## src/rtl/activation_sequencer.sv

```systemverilog
// Activation sequencer: streams a chunk range out of the accumulator buffer,
// through the activation layer, and into the result buffer with a 2-cycle pipeline.
module activation_sequencer #(
    parameter int unsigned N         = 16,
    parameter int unsigned AddrWidth = 10
) (
    input  logic                 clk_i,
    input  logic                 rst_ni,
    input  logic                 start_i,
    input  logic [2:0]           activation_function_i,
    input  logic [AddrWidth-1:0] chunk_count_i,
    input  logic [AddrWidth-1:0] rd_base_i,
    input  logic [AddrWidth-1:0] wr_base_i,
    input  logic                 abort_i,
    output logic                 rd_en_o,
    output logic [AddrWidth-1:0] rd_addr_o,
    output logic                 act_en_o,
    output logic [2:0]           act_fn_o,
    output logic                 wr_en_o,
    output logic [AddrWidth-1:0] wr_addr_o,
    output logic                 busy_o,
    output logic                 done_o
);

    localparam int unsigned FnWidth = 3;

    // Element width only sizes the datapath around this block.
    if (N == 0) begin : g_bad_n
        $error("activation_sequencer: N must be nonzero");
    end

    typedef enum logic [1:0] {
        IDLE  = 2'd0,
        RUN   = 2'd1,
        DRAIN = 2'd2,
        DONE  = 2'd3
    } state_t;

    state_t                 r_state;
    state_t                 w_nxt;
    logic                   w_accept;
    logic                   w_abort;
    logic                   w_last_rd;

    logic [FnWidth-1:0]     r_fn;
    logic [AddrWidth-1:0]   r_cnt;
    logic [AddrWidth-1:0]   r_wr_base;
    logic [AddrWidth-1:0]   r_idx;

    logic                   r_rd_en;
    logic [AddrWidth-1:0]   r_rd_addr;
    logic                   r_v1;
    logic [AddrWidth-1:0]   r_a1;
    logic                   r_wr_en;
    logic [AddrWidth-1:0]   r_wr_addr;
    logic                   r_act_en;
    logic [FnWidth-1:0]     r_act_fn;
    logic                   r_busy;
    logic                   r_done;

    // Next-state logic; abort overrides everything outside IDLE.
    always_comb begin
        w_nxt     = r_state;
        w_accept  = 1'b0;
        w_abort   = abort_i && (r_state != IDLE);
        w_last_rd = (r_idx == r_cnt - AddrWidth'(1));
        unique case (r_state)
            IDLE: begin
                if (start_i) begin
                    w_accept = 1'b1;
                    w_nxt    = (chunk_count_i != '0) ? RUN : DONE;
                end
            end
            RUN:   if (w_last_rd) w_nxt = DRAIN;
            DRAIN: if (!r_v1) w_nxt = DONE;
            DONE:  w_nxt = IDLE;
            default: w_nxt = IDLE;
        endcase
        if (w_abort) w_nxt = IDLE;
    end

    always_ff @(posedge clk_i) begin
        if (!rst_ni) r_state <= IDLE;
        else         r_state <= w_nxt;
    end

    // Job parameters, read index and registered outputs.
    always_ff @(posedge clk_i) begin
        if (!rst_ni) begin
            r_fn      <= '0;
            r_cnt     <= '0;
            r_wr_base <= '0;
            r_idx     <= '0;
            r_rd_en   <= 1'b0;
            r_rd_addr <= '0;
            r_v1      <= 1'b0;
            r_a1      <= '0;
            r_wr_en   <= 1'b0;
            r_wr_addr <= '0;
            r_act_en  <= 1'b0;
            r_act_fn  <= '0;
            r_busy    <= 1'b0;
            r_done    <= 1'b0;
        end else begin
            if (w_accept) begin
                r_fn      <= activation_function_i;
                r_cnt     <= chunk_count_i;
                r_wr_base <= wr_base_i;
                r_idx     <= '0;
                r_rd_addr <= rd_base_i;
            end else if (r_state == RUN && w_nxt == RUN) begin
                r_idx     <= r_idx + AddrWidth'(1);
                r_rd_addr <= r_rd_addr + AddrWidth'(1);
            end
            r_rd_en   <= (w_nxt == RUN);
            r_v1      <= r_rd_en && !w_abort;
            r_a1      <= r_wr_base + r_idx;
            r_wr_en   <= r_v1 && !w_abort;
            r_wr_addr <= r_a1;
            // Covers read data in flight plus activation output awaiting write.
            r_act_en  <= (r_rd_en || r_v1) && !w_abort;
            r_busy    <= (w_nxt != IDLE);
            r_act_fn  <= (w_nxt == IDLE) ? FnWidth'(0)
                       : (w_accept ? activation_function_i : r_fn);
            r_done    <= (w_nxt == DONE);
        end
    end

    assign rd_en_o   = r_rd_en;
    assign rd_addr_o = r_rd_addr;
    assign act_en_o  = r_act_en;
    assign act_fn_o  = r_act_fn;
    assign wr_en_o   = r_wr_en;
    assign wr_addr_o = r_wr_addr;
    assign busy_o    = r_busy;
    assign done_o    = r_done;

endmodule
```

## config.mk

```make
export PLATFORM = sky130hd
export DESIGN_NAME = activation_sequencer
export DESIGN_NICKNAME = d
export VERILOG_FILES = /design/src/rtl/activation_sequencer.sv
export SDC_FILE = /design/constraint.sdc
export NUM_CORES = 1
export LEC_CHECK = 0
export CORE_ASPECT_RATIO = 1.25
export CORE_MARGIN = 4
export CORE_UTILIZATION = 55
export CTS_CLUSTER_SIZE = 40
export DETAILED_ROUTE_END_ITERATION = 8
export DONT_BUFFER_PORTS = 1
export GPL_TIMING_DRIVEN = 0
export PLACE_DENSITY = 0.73
export RECOVER_POWER = 100
export SYNTH_ARGS = -nofsm -noshare
export SYNTH_HDL_FRONTEND = slang
export SYNTH_SLANG_ARGS = --single-unit
```

## constraint.sdc

```tcl
create_clock -name clk_i -period 3.1 [get_ports clk_i]
set_clock_uncertainty 0.15 [all_clocks]
set_input_delay 0.62 -clock clk_i [delete_from_list [all_inputs] [get_ports clk_i]]
set_output_delay 0.62 -clock clk_i [all_outputs]
set_load 0.005 [all_outputs]
```

## Yosys cells after proc, flatten, opt, wreduce, memory -nomap -nowiden

Cells that the tools add are included.

- Bitwise logic cells: 1
- Add/sub/neg operators: 4
- Reductions and logical operators: 15
- Equality and inequality tests: 6
- Mux-type cells: 11

Operator list:

| cell | number |
|---|---|
| $add A10 B1 Y10 const B | 2 |
| $mux W10 | 2 |
| $add A10 B10 Y10 | 1 |
| $eq A10 B10 Y1 | 1 |
| $mux W2 | 5 |
| $reduce_bool A10 Y1 | 1 |
| $sub A10 B1 Y10 const B | 1 |
| $pmux W2 S4 | 1 |
| $eq A2 B2 Y1 const B | 3 |
| $reduce_bool A2 Y1 | 3 |
| $logic_and A1 B1 Y1 | 5 |
| $eq A2 B1 Y1 const B | 2 |
| $logic_not A2 Y1 | 2 |
| $reduce_or A2 Y1 | 2 |
| $mux W3 | 1 |
| $mux W1 | 2 |
| $logic_not A1 Y1 | 1 |
| $logic_or A1 B1 Y1 | 1 |
| $not A1 Y1 | 1 |

- Input port bits: 37
- Flip-flop bits (word level): 74
- Word-level logic and storage cells: 52
- Output and inout port bits: 28

## Longest topological paths before layout

- Depth in word-level cells: 9
- Mapped depth: 11
- Depth with buffers taken out: 10

## Worst setup path after synthesis

Ideal clock, no wire load.

- Path kind: reg-to-reg
- Start point: register r_cnt[0]
- End point: register r_idx[7]
- Buffers on the path: 2
- Slack: 0.547 ns
- Data required time: 2.834 ns
- Period minus slack after synthesis: 2.553 ns
- Library setup time: 0.116 ns
- Arrival: 2.286 ns
- Cell stages (with the launch flop): 12
- Cells stage by stage: dfxtp_1 > inv_1 > ha_1 > nor3b_2 > o21ai_1 > a32o_1 > o32a_1 > buf_6 > a21oi_4 > buf_6 > a21oi_1 > a31o_2

- Cells in the longest elaborated chain, start to end: 7

RTL lines:

| element | RTL line | text |
|---|---|---|
| from (decl) | 46 | `logic [AddrWidth-1:0] r_cnt;` |
| from (signal assigned) | 107 | `r_cnt <= chunk_count_i;` |
| $sub A10 B1 Y10 | 66 | `w_last_rd = (r_idx == r_cnt - AddrWidth'(1));` |
| $eq A10 B10 Y1 | 66 |  |
| $mux W2 | 74 | `RUN: if (w_last_rd) w_nxt = DRAIN;` |
| $pmux W2 S4 | 67 | `unique case (r_state)` |
| $mux W2 | 79 | `if (w_abort) w_nxt = IDLE;` |
| $eq A2 B1 Y1 | 111 | `end else if (r_state == RUN && w_nxt == RUN) begin` |
| $logic_and A1 B1 Y1 | 111 |  |
| to (signal assigned) | 112 | `r_idx <= r_idx + AddrWidth'(1);` |
| to (decl) | 48 | `logic [AddrWidth-1:0] r_idx;` |

No other way between the ends.
A chain may end at the register's enable or synchronous reset.

## Worst setup path after layout

Ends and elaborated chain as after synthesis.

==> qor.txt <==
OUTCOME
----------------------------------------------------------------------------------------
Result of the run                                                           complete, no violations

GLOBAL ROUTING
----------------------------------------------------------------------------------------
Via count of the first global-routing pass                                          2778
Leftover overflow at the end of global routing                                         0
Aggregate global-route resource usage                                              21.6%
Wire length of the first global-routing pass                                    13000 um
Initial antenna violation count                                                        0
Pin count of the biggest net entering global routing                                  14

CLOCKING
----------------------------------------------------------------------------------------
Count of instances resized after the clock tree is built                               0
TritonCTS Buffers                                                                      9
CTS clk-pin slew, worst paths                                                    0.08 ns
Maximum number of buffers from clock root to sink                                      2
Post-CTS setup buffer count                                                            0
TritonCTS clock tree                                                               built
Clock sink count                                                                      74
Number of H-tree levels                                                                3
CTS Hold Buffers Added                                                                 0
Insertion delay of the later-clocked pin in the worst-skew pair                  0.36 ns
Library cell used as clock root buffer                                          clkbuf_8

FINISH
----------------------------------------------------------------------------------------
Fraction of final layout cells with drive strength greater than 1                  6.27%
Count of nets after finishing                                                        460
P&R area growth vs syn                                                             8.15%
Antenna diode count                                                                    0
Number of fill cells in the layout                                                   570

POWER
----------------------------------------------------------------------------------------
Areal power density over the cells                                           542 nW/um^2
Sequential cell fraction of total power                                            51.2%
Combinational share of power                                                       11.1%
Worst vdd rail ir drop                                                            450 uV
Total power of the final layout                                                0.00203 W
Cell internal pwr                                                              0.00149 W
Portion of total power attributed to the clock network                             37.7%
Switching share of power                                                           26.8%
Leakage power                                                                    1.45 nW
Net switching component of the power                                          0.000545 W

YOSYS
----------------------------------------------------------------------------------------
Sequential area share after synthesis                                              42.7%
Share of synthesized area spent on multiplexers                                    2.92%
Count of flip-flops with a built-in enable after synthesis                             0
Post-synth cell types                                                                 54
XOR/XNOR share of the synthesized area                                             6.82%
Count of mapped cells out of synthesis                                               399
Flip-flop and latch count after synthesis                                             74
Fraction of synthesis flops using an asynchronous set or reset pin                    0%
Fraction of the mapped netlist area in simple logic gates                          22.4%
Adder and majority gate portion of the synthesized area                            4.91%
Combinational family with the most area after synthesis                     simple AND/OR/NAND/NOR gates
Synthesized netlist net count                                                        449
Main synth FF type                                                               dfxtp_1
Combined area of all synthesized cells                                         3470 um^2
Avg Synthesized Cell Area                                                      8.69 um^2
Yosys Warn Count                                                                       0
Compound-cell area share of the yosys netlist                                      15.7%

STA
----------------------------------------------------------------------------------------
Slack of the critical path                                                      0.229 ns
Number of setup violations in the final report                                         0
Headroom to the max-slew limit                                                     61.0%
Final hold viol count                                                                  0
Aggregate negative setup slack                                                      0 ns
Unrepaired setup endpoints after global routing                                       no
Actual transition at the worst max-transition pin                               0.585 ns
Fin. max-slew vios                                                                     0
Top achievable clock speed                                                       348 MHz
Period minus WS final                                                            2.87 ns
Portion of the clock cycle consumed by the worst path in the final layout          92.6%

MIN PATH
----------------------------------------------------------------------------------------
Source of the worst hold timing path                                        chunk_count_i[5]
Hold path endpoint                                                              r_cnt[5]
Hold Crit Depth                                                                        2
Worst Hold Class                                                               in -> reg

CRITICAL PATH
----------------------------------------------------------------------------------------
Capture instance of the worst register-to-register path                         r_idx[7]
Path type of the worst setup path                                             reg -> reg
Beginning of the worst register-to-register path                                r_cnt[0]
Critical Path Max Stage Delay                                                    0.38 ns
Critical path's top delay family                                            compound AO/OA/AOI/OAI gates
Buf+Inv Stages, Crit Path                                                              3
Required time of the worst setup path                                            3.20 ns
Reg2Reg Setup Slack                                                              0.23 ns
Critical path fanouts, max                                                            10
Most repeated library cell on the critical path                                    buf_6
Worst Setup End Kind                                                                flop
Depth of the critical timing path with buffers and inverters included                 11
Length in cells of the worst reg-to-reg path                                          11
Arrival time reported for the critical path endpoint                             2.97 ns
Sort of element at the start of the critical path                                   flop
Cell with the largest stage delay on the worst path                              dfxtp_1
Cell Chain, Critical Path                                                   inv_1 > ha_1 > nor3b_2 > o21ai_1 > a32o_1 > o32a_1 > buf_6 > a21oi_4 > buf_6 > a21oi_1 > a31o_2

ROUTE
----------------------------------------------------------------------------------------
Post-DR vias/cell                                                                   5.64
Detailed Routing Iterations Pass 1                                                     4
Vias after detailed routing                                                         2819
Mean routed wirelength per cell                                                  15.6 um
Iteration-0 DRC Markers                                                              145
Final antenna-violating net count                                                      0
Remaining DRCs                                                                         0
Total routed wirelength                                                          7820 um

PLACE
----------------------------------------------------------------------------------------
Routability-driven placement congestion ratio                                      0.817
Minimum setup slack after placement                                             0.246 ns
Detailed-placement wirelength estimate                                           5730 um
Count of buffers from port buffering                                                   0

DIE
----------------------------------------------------------------------------------------
Starting Density                                                                   56.2%
Die Y                                                                            96.8 um
Die area                                                                       7650 um^2
Number of I/O pins                                                                    65
Standard-cell row count                                                               32
Core box area                                                                  6170 um^2
Die X-Extent                                                                     79.0 um

JOB
----------------------------------------------------------------------------------------
Max cap viols                                                                          0

## cell usage after synthesis (3+ instances only)
master    number  share of area (%)
buf_6          4                1.3
nor2b_1        4               0.72
or3_1          3               0.54
and2_1        15                2.7
and3_1         6                1.1
dfxtp_1       74                 43
mux2i_1        9                2.6
nand3_1        4               0.58
a21o_1         3               0.65
inv_1         14                1.5
nor3_1        12                1.7
xor2_1         7                1.8
nand2_1       56                6.1
a31oi_1        3               0.54
o21ai_0       16                2.3
clkbuf_1      14                1.5
a211oi_1      11                2.4
ha_1          12                4.3
a21oi_1       32                4.6
xnor2_1       20                5.1
nor2_1        34                3.7
nand2b_1       3               0.54
nand4_1        5               0.90
and4_1         4                1.0
## worst max-delay path by stage
stage | startpoint | end | slack (ns)
floorplan | r_cnt[0] | r_idx[7] | 0.55
global placement | r_cnt[0] | rd_addr_o[1] | 0.30
detailed placement | r_cnt[0] | rd_addr_o[1] | 0.25
CTS | r_cnt[0] | rd_addr_o[1] | 0.23
global route | r_cnt[0] | rd_addr_o[1] | 0.07
finish | r_cnt[0] | r_idx[7] | 0.23
## cells by family (layout without fill, tap and decap cells)
logic type / count (synthesis) / count (layout)
compound gates: 83 / 83
xor+xnor: 27 / 27
fa+ha+maj: 13 / 13
buf+inv: 34 / 50
flops: 74 / 74
mux: 10 / 10
simple gates: 158 / 158
## final cells by class
cell class | count | area (um^2) | share of cell area, %
Inverter | 14 | 52.6 | 1.40
Buffer | 20 | 98.8 | 2.64
Clock inverter | 5 | 62.6 | 1.67
Sequential cell | 74 | 1480 | 39.5
Multi-Input combinational cell | 291 | 1810 | 48.2
Tap cell | 85 | 106 | 2.84
Clock buffer | 11 | 141 | 3.77
## power by group through the flow
stage	Clock, W	Combinational, W	Sequential (W)
floorplan	0	0.000183	0.00105
global placement	0	0.000221	0.00106
detailed placement	0	0.000228	0.00106
CTS	0.000785	0.000229	0.00104
global route	0.000828	0.000254	0.00105
finish	0.000768	0.000226	0.00104
## flip-flops by register name (all words and copies together) (netlist names)
name	cells
wr_en_o	1
wr_addr_o	10
done_o	1
act_fn_o	3
act_en_o	1
r_cnt	10
r_a1	10
r_idx	10
r_fn	3
r_wr_base	10
r_v1	1
rd_en_o	1
r_state	2
busy_o	1
rd_addr_o	10
## metal layers
metal	vias to the layer above	wire length, um	track usage (%)
met2	88	4040	36.5
li1	1396	-	-
met4	0	111	7.80
met3	7	549	7.64
met5	-	0	0
met1	1328	3120	24.7
## through the flow
| step | cell area [um^2] | hold slack [ns] | instances | util, % |
|---|---|---|---|---|
| floorplan | 3470 | 0.262 | 399 | - |
| global placement | 3570 | 0.265 | 484 | 58.0 |
| detailed placement | 3570 | 0.269 | 484 | 58.0 |
| CTS | 3780 | 0.227 | 500 | 61.3 |
| global route | 3750 | 0.222 | 500 | 60.8 |
| finish | 3750 | 0.240 | 500 | 60.8 |
## layout by cell type (no fill, tap or decap), drive strengths merged, types with 4 or more instances in the layout
cell type / netlist / layout
o21ai: 18 / 18
inv: 14 / 15
and4: 4 / 4
dfxtp: 74 / 74
nor2: 34 / 34
a211oi: 11 / 11
nor3: 12 / 12
mux2i: 9 / 9
nand4: 5 / 5
clkbuf: 15 / 28
ha: 12 / 12
and3: 6 / 6
nor2b: 4 / 4
xnor2: 20 / 20
xor2: 7 / 7
a21oi: 33 / 33
nand2: 57 / 57
nand3: 4 / 4
and2: 15 / 15
Note: power is estimated with default switching activity, not from simulation.
